### config.mk
export PLATFORM = sky130hd
export DESIGN_NAME = decode_stage
export DESIGN_NICKNAME = d
export VERILOG_FILES = /design/src/rtl/decode_stage.sv
export SDC_FILE = /design/constraint.sdc
export NUM_CORES = 1
export LEC_CHECK = 0
export CORE_MARGIN = 4
export CORE_UTILIZATION = 54
export DETAILED_ROUTE_END_ITERATION = 16
export GPL_ROUTABILITY_DRIVEN = 0
export PLACE_DENSITY = 0.93
export SYNTH_ARGS = -nofsm -noshare
export SYNTH_HDL_FRONTEND = slang
export SYNTH_SLANG_ARGS = --single-unit
export TNS_END_PERCENT = 50
### constraint.sdc
create_clock -name clk -period 9.7 [get_ports clk]
set_input_delay 1.94 -clock clk [delete_from_list [all_inputs] [get_ports clk]]
set_output_delay 1.94 -clock clk [all_outputs]
set_load 0.01 [all_outputs]
### src/rtl/decode_stage.sv
// decode_stage: clocked decode stage sitting behind the asynchronous fetch stage.
// Requests words from fetch with a two-phase toggle, captures each word when
// the synchronised ready level goes high, and hands the decoded ARM fields to
// execute over a valid/ack level handshake. A one-word buffer lets the next
// fetch overlap a stalled execute.
//
// Ports:
//   clk, rstN        clock (rising edge), synchronous active-low reset
//   triggerOut       toggle request to fetch, one word per edge
//   readyIn, dataIn  fetch level ready (async) and 32-bit word
//   validOut, ackIn  handshake to execute
//   instrOut ... linkOut  raw word and decoded fields, registered on load
module decode_stage #(
  parameter int SYNC_STAGES    = 2,
  parameter int LOW_TIMEOUT    = 4,
  parameter int STARTUP_CYCLES = 16,
  parameter int PREFETCH       = 1
) (
  input  logic        clk,
  input  logic        rstN,
  output logic        triggerOut,
  input  logic        readyIn,
  input  logic [31:0] dataIn,
  output logic        validOut,
  input  logic        ackIn,
  output logic [31:0] instrOut,
  output logic [3:0]  condOut,
  output logic [1:0]  classOut,
  output logic [3:0]  opcodeOut,
  output logic        sBitOut,
  output logic [3:0]  rnOut,
  output logic [3:0]  rdOut,
  output logic [3:0]  rmOut,
  output logic        immFlagOut,
  output logic [31:0] immOut,
  output logic        linkOut
);

  localparam int CW = $clog2(STARTUP_CYCLES + LOW_TIMEOUT + 1);
  localparam logic [CW-1:0] START_LAST = CW'(STARTUP_CYCLES - 1);
  localparam logic [CW-1:0] LOW_LAST   = CW'(LOW_TIMEOUT);

  typedef enum logic [2:0] {START, REQ, WAIT_LOW, WAIT_HIGH, CAPT} stateT;

  stateT                  state, nextState;
  logic [CW-1:0]          cnt;
  logic [SYNC_STAGES-1:0] syncQ;
  logic                   rdyS;
  logic [31:0]            bufQ;
  logic                   bufFull;
  logic                   outFree;
  logic                   doToggle, cntClr, cntInc, capture, load;

  assign rdyS    = syncQ[SYNC_STAGES-1];
  // Output register can take a word if empty or being accepted this cycle.
  assign outFree = !validOut || ackIn;

  always_ff @(posedge clk) begin
    if (!rstN) state <= START;
    else       state <= nextState;
  end

  always_comb begin
    nextState = state;
    doToggle  = 1'b0;
    cntClr    = 1'b0;
    cntInc    = 1'b0;
    capture   = 1'b0;
    load      = 1'b0;
    case (state)
      START: begin
        if (cnt == START_LAST) nextState = REQ;
        else                   cntInc    = 1'b1;
      end
      REQ: begin
        doToggle  = 1'b1;
        cntClr    = 1'b1;
        nextState = WAIT_LOW;
      end
      WAIT_LOW: begin
        // A response faster than the synchroniser never shows rdyS low;
        // the timeout treats it as already complete.
        if (!rdyS || cnt == LOW_LAST) nextState = WAIT_HIGH;
        else                          cntInc    = 1'b1;
      end
      WAIT_HIGH: begin
        if (rdyS) begin
          capture   = 1'b1;
          nextState = CAPT;
        end
      end
      CAPT: begin
        if (bufFull) begin
          if (outFree) begin
            load = 1'b1;
            if (PREFETCH != 0) nextState = REQ;
          end
        end else if (outFree) begin
          // Non-prefetch: buffer already moved, wait for the output to drain.
          nextState = REQ;
        end
      end
      default: nextState = START;
    endcase
  end

  // Decode of the buffered word, registered when it loads into the output.
  logic [1:0]  dCls;
  logic [3:0]  dOpcode;
  logic        dImmFlag, dLink;
  logic [31:0] dImm, imm8Ext;
  logic [4:0]  rotAmt;

  always_comb begin
    imm8Ext = {24'b0, bufQ[7:0]};
    rotAmt  = {bufQ[11:8], 1'b0};
    case (bufQ[27:25])
      3'b000, 3'b001: dCls = 2'd0;
      3'b010, 3'b011: dCls = 2'd1;
      3'b101:         dCls = 2'd2;
      default:        dCls = 2'd3;
    endcase
    dOpcode  = 4'd0;
    dImmFlag = 1'b0;
    dImm     = 32'd0;
    dLink    = 1'b0;
    case (dCls)
      2'd0: begin
        dOpcode  = bufQ[24:21];
        dImmFlag = bufQ[25];
        // Shift by 32 when rotAmt is 0 yields zero, so no special case.
        if (bufQ[25])
          dImm = (imm8Ext >> rotAmt) | (imm8Ext << (6'd32 - {1'b0, rotAmt}));
      end
      2'd1: begin
        dImmFlag = ~bufQ[25];
        dImm     = {20'b0, bufQ[11:0]};
      end
      2'd2: begin
        dLink = bufQ[24];
        dImm  = {{6{bufQ[23]}}, bufQ[23:0], 2'b00};
      end
      default: ;
    endcase
  end

  always_ff @(posedge clk) begin
    if (!rstN) begin
      syncQ      <= '0;
      cnt        <= '0;
      triggerOut <= 1'b0;
      bufQ       <= '0;
      bufFull    <= 1'b0;
      validOut   <= 1'b0;
      instrOut   <= '0;
      condOut    <= '0;
      classOut   <= '0;
      opcodeOut  <= '0;
      sBitOut    <= 1'b0;
      rnOut      <= '0;
      rdOut      <= '0;
      rmOut      <= '0;
      immFlagOut <= 1'b0;
      immOut     <= '0;
      linkOut    <= 1'b0;
    end else begin
      syncQ <= {syncQ[SYNC_STAGES-2:0], readyIn};
      if (cntClr)      cnt <= '0;
      else if (cntInc) cnt <= cnt + 1'b1;
      if (doToggle) triggerOut <= ~triggerOut;
      if (capture) begin
        bufQ    <= dataIn;
        bufFull <= 1'b1;
      end else if (load) begin
        bufFull <= 1'b0;
      end
      if (load) begin
        validOut   <= 1'b1;
        instrOut   <= bufQ;
        condOut    <= bufQ[31:28];
        classOut   <= dCls;
        opcodeOut  <= dOpcode;
        sBitOut    <= bufQ[20];
        rnOut      <= bufQ[19:16];
        rdOut      <= bufQ[15:12];
        rmOut      <= bufQ[3:0];
        immFlagOut <= dImmFlag;
        immOut     <= dImm;
        linkOut    <= dLink;
      end else if (validOut && ackIn) begin
        validOut <= 1'b0;
      end
    end
  end

endmodule

======== Yosys cells after proc, flatten, opt, wreduce, memory -nomap -nowiden ========
Index checks and enable logic that the tools add are counted.
word-level totals
  bits in latches ......................... 0
  flip-flop bits (word level) ............. 134
  bits of input ports ..................... 36
  bits in writable memories ............... 0
  bits in read-only memories .............. 0
  memories kept ........................... 0
operators by class
  add/sub/neg operators ................... 2
  shift operators ......................... 2
  bitwise logic cells ..................... 4
  div/mod/pow operators ................... 0
  magnitude comparators ................... 0
  equal/unequal tests ..................... 16
  reductions and logical operators ........ 14
  muxes and demuxes ....................... 24
  multipliers ............................. 0
operator list
  cell                 count
  $pmux 32 s3          1
  $mux 32              1
  $or 32x32->32        1
  $shl 8x6->32         1
  $shr 8x5->32         1
  $pmux 3 s5           1
  $mux 1               13
  $eq 3x2->1 const B   4
  $mux 3               4
  $ne 2x2->1 const B   4
  $eq 3x1->1 const B   2
  $eq 3x3->1 const B   2
  $logic_not 3->1      2
  $pmux 2 s3           1
  $reduce_or 2->1      3
  $sub 6x5->6 const A  1
  $add 5x1->5 const B  1
  $eq 5x3->1 const B   1
  $eq 5x4->1 const B   1
  $mux 4               1
  $pmux 1 s2           2
  $reduce_and 4->1     1
  $reduce_bool 2->1    2
  $not 1->1            3
  other kinds (6)      8

======== Logic depth before layout (Yosys ltp) ========
  depth in word-level cells ............... 7
  gate-level depth with buffers ........... 13

======== Worst setup path before layout ========
Ideal clock, no wire load.
  path kind ............................... input-to-reg
  from .................................... in ackIn
  to ...................................... reg immOut[24]
  buffers on the path ..................... 2
  data required time ...................... 9.614 ns
  slack ................................... 6.565 ns
  data arrival time ....................... 3.050 ns
  stages .................................. 6
  cells stage by stage .................... nand2b_1 > nand2_1 > buf_2 > clkbuf_1 > a21oi_1 > a211oi_1
between the ends
  cells in the longest elaborated chain, start to end .. 4
RTL lines
  what                  line  text
  from (decl)           25    input logic ackIn,
  $logic_or 1x1->1      56    assign outFree = !validOut || ackIn;
  $mux 1                94    if (outFree) begin
  $mux 1                93    if (bufFull) begin
  $mux 1                70    case (state)
  to (signal assigned)  188   immOut <= dImm;
  to (decl)             35    output logic [31:0] immOut,
No other way between the ends.
A chain may end at the register's enable or synchronous reset.

======== Worst setup path after layout ========
  from .................................... in ackIn
  to ...................................... reg immOut[20]
Same word-level chain as after synthesis.

==> impl_metrics.toml <==
[run_status]
status = "complete, no violations"

[clock_tree]
h-tree-depth = 4
clock_latency_ps = 530
cts_buffers = 17
cts_buffer_depth = 2
clk_pin_slew_ps = 60
holdBufCountCts = 0
cts_resized = 0
cts_tree = "yes"
cts-root-buf = "clkbuf_8"
clock_sinks = 117
cts_setup_buffers = 0

[pwr]
power.density_nw_per_um2 = 163
power_uw = 1190
ir_drop_uv = 149
p_leak_uw = 0.00222

[global_route]
track_usage = 0.290
grt_pass1_wl_um = 27400
grt_pass1_vias = 5531
antenna_found_initial = 0
grt-ovfl-total = 0
grt_max_degree = 68

[setup_path]
crit_path_end_kind = "register"
crit_path_top_delay_cell = "nand2_2"
arrival_ps = 4310
cp_max_fo = 46
rrSetupSlack_ps = 6560
r2r-end = "immOut[3]"
r2r-start = "bufQ[9]"
cp.buffers_inverters = 2
cpPeakStageDelay_ps = 660
r2r_cells = 6
crit_required_ps = 10130
startpoint_type = "primary input"
critPathKind = "in -> reg"
crit_path_cell_trace = "clkdlybuf4s50_1 -> nand2b_1 -> nand2_2 -> buf_4 -> a222oi_1 -> a211oi_1"
critPathTopFamily = "buffers and inverters"

[layout]
drive_gt1_frac = 0.0783
utilization = 0.734
fillers = 689
diodes = 0
mostFrequentLayoutCells = "nand2_1, clkdlybuf4s50_1, dfxtp_1"
fin_nets = 806
final_common_cell = "nand2_1"
syn_to_final_growth_pct = 30.2

[routing]
drc = 0
dr.pass1.iters = 7
highest_layer = "met4"
dr_wl_met2_um = 8650
routedWlPerCell_um = 19.1
num_vias = 5801
antenna_left = 0
wl_met3_um = 1810
routed_via_density = 6.36
drt_iter0_drc = 919
m1WireLength_um = 6420
routed_wl_um = 17400

[die]
start_util = 0.563
die_area_um2 = 12100
die-width_um = 110
core_um2 = 9950
io_pins = 127
die_y_um = 110
num_rows = 36

[timing]
setup_violations = 0
maxSlewViolCount = 0
finalHoldViolations = 0
period_needed_ps = 3880
finalSetupTns_ps = 0
period_share = 0.400
fin_worst_skew_ps = 7.53
rsz0062_at_grt = "false"
fmax_mhz = 258
relSlewSlack = 0.211
tightest_slew_ps = 1170

[hold_path]
hold_start = "syncQ[0]"
hp-class = "reg -> reg"
worstHoldEndpoint = "syncQ[1]"
hold_depth = 1

[synth]
synth-edff-count = 0
async_flop_share = 0
synth_cells = 698
ys_seq_area_frac = 0.418
synth-warning-count = 0
ys.flop_type = "dfxtp_1"
syn_avg_cell_area_um2 = 8.04
yosysUniqueCellTypes = 62
syn-cell-area_um2 = 5610
ys_ff_latch = 117
synth_fp_nets = 738

[place]
dp_hpwl_um = 11100
port-buffer-count = 126

[run]
cap_violations = 0
-- cell usage after synthesis (all sizes together), types with 7 or more instances --
cell type,instances,area [um2]
buf,31,204
inv,9,33.8
mux2i,16,160
a311oi,12,111
a21oi,97,485
a222oi,11,110
nand3,18,90.1
dfxtp,117,2340
nand2,166,623
nand3b,7,52.6
o21ai,21,105
nor2,25,93.8
a211oi,15,125
clkbuf,51,193
nor3,7,40.0
-- stage by stage --
| step | worst slack, ps | instances | instance area, um2 | hold slack [ps] |
|---|---|---|---|---|
| after floorplan | 6560 | 698 | 5610 | 412 |
| after global placement | 5480 | 880 | 6690 | 425 |
| after detailed placement | 5360 | 880 | 6690 | 438 |
| after CTS | 5860 | 912 | 7300 | 455 |
| after global routing | 5610 | 912 | 7300 | 472 |
| final | 5820 | 912 | 7300 | 450 |
-- routing by layer --
| metal | global-route usage | vias to the layer above |
|---|---|---|
| met3 | 0.0763 | 67 |
| met2 | 0.487 | 429 |
| met1 | 0.352 | 2709 |
| met5 | 0 | - |
| met4 | 0.117 | 0 |
| li1 | - | 2596 |
-- worst max path at each step --
stage,startpoint,end,slack (ps),cells past startpoint
floorplan,ackIn,immOut[24],6560,6
global placement,ackIn,immOut[20],5480,6
detailed placement,ackIn,immOut[21],5360,6
CTS,ackIn,immOut[20],5860,6
global route,ackIn,immOut[21],5610,6
finish,ackIn,immOut[20],5820,6
-- final cells by class --
type | count | area, um2 | area share
inverters | 9 | 33.8 | 0.00463
clock buffers | 19 | 442 | 0.0605
well taps | 133 | 166 | 0.0228
repair buffers | 131 | 1300 | 0.178
flip-flops and latches | 117 | 2340 | 0.321
clock inverters | 13 | 171 | 0.0235
multi-input cells | 490 | 2850 | 0.390
-- state kept, by name, indices dropped and copies added, names as in the netlist, 2 cells and up --
name	cells
bufQ	32
classOut	2
immOut	32
cnt	5
state	3
opcodeOut	4
syncQ	2
instrOut	32
-- kinds of logic (layout without fill, tap and decap cells) --
| logic type | Yosys count | after routing | synth area share |
|---|---|---|---|
| adders and majority gates | 4 | 4 | 0.00892 |
| muxes | 20 | 20 | 0.0406 |
| xor gates and xnor gates | 4 | 4 | 0.00625 |
| AOI/OAI and AO/OA | 190 | 190 | 0.227 |
| and+or+nand+nor | 272 | 272 | 0.223 |
| buffers and inverters | 91 | 172 | 0.0767 |
| DFF | 117 | 117 | 0.418 |
-- power breakdown --
part	internal (uW)	switching, uW	total (uW)
Sequential	486	5.90	491
Clock	409	244	653
Combinational	22.4	20.6	43.0
No activity file was read; power rests on OpenSTA's default activity.
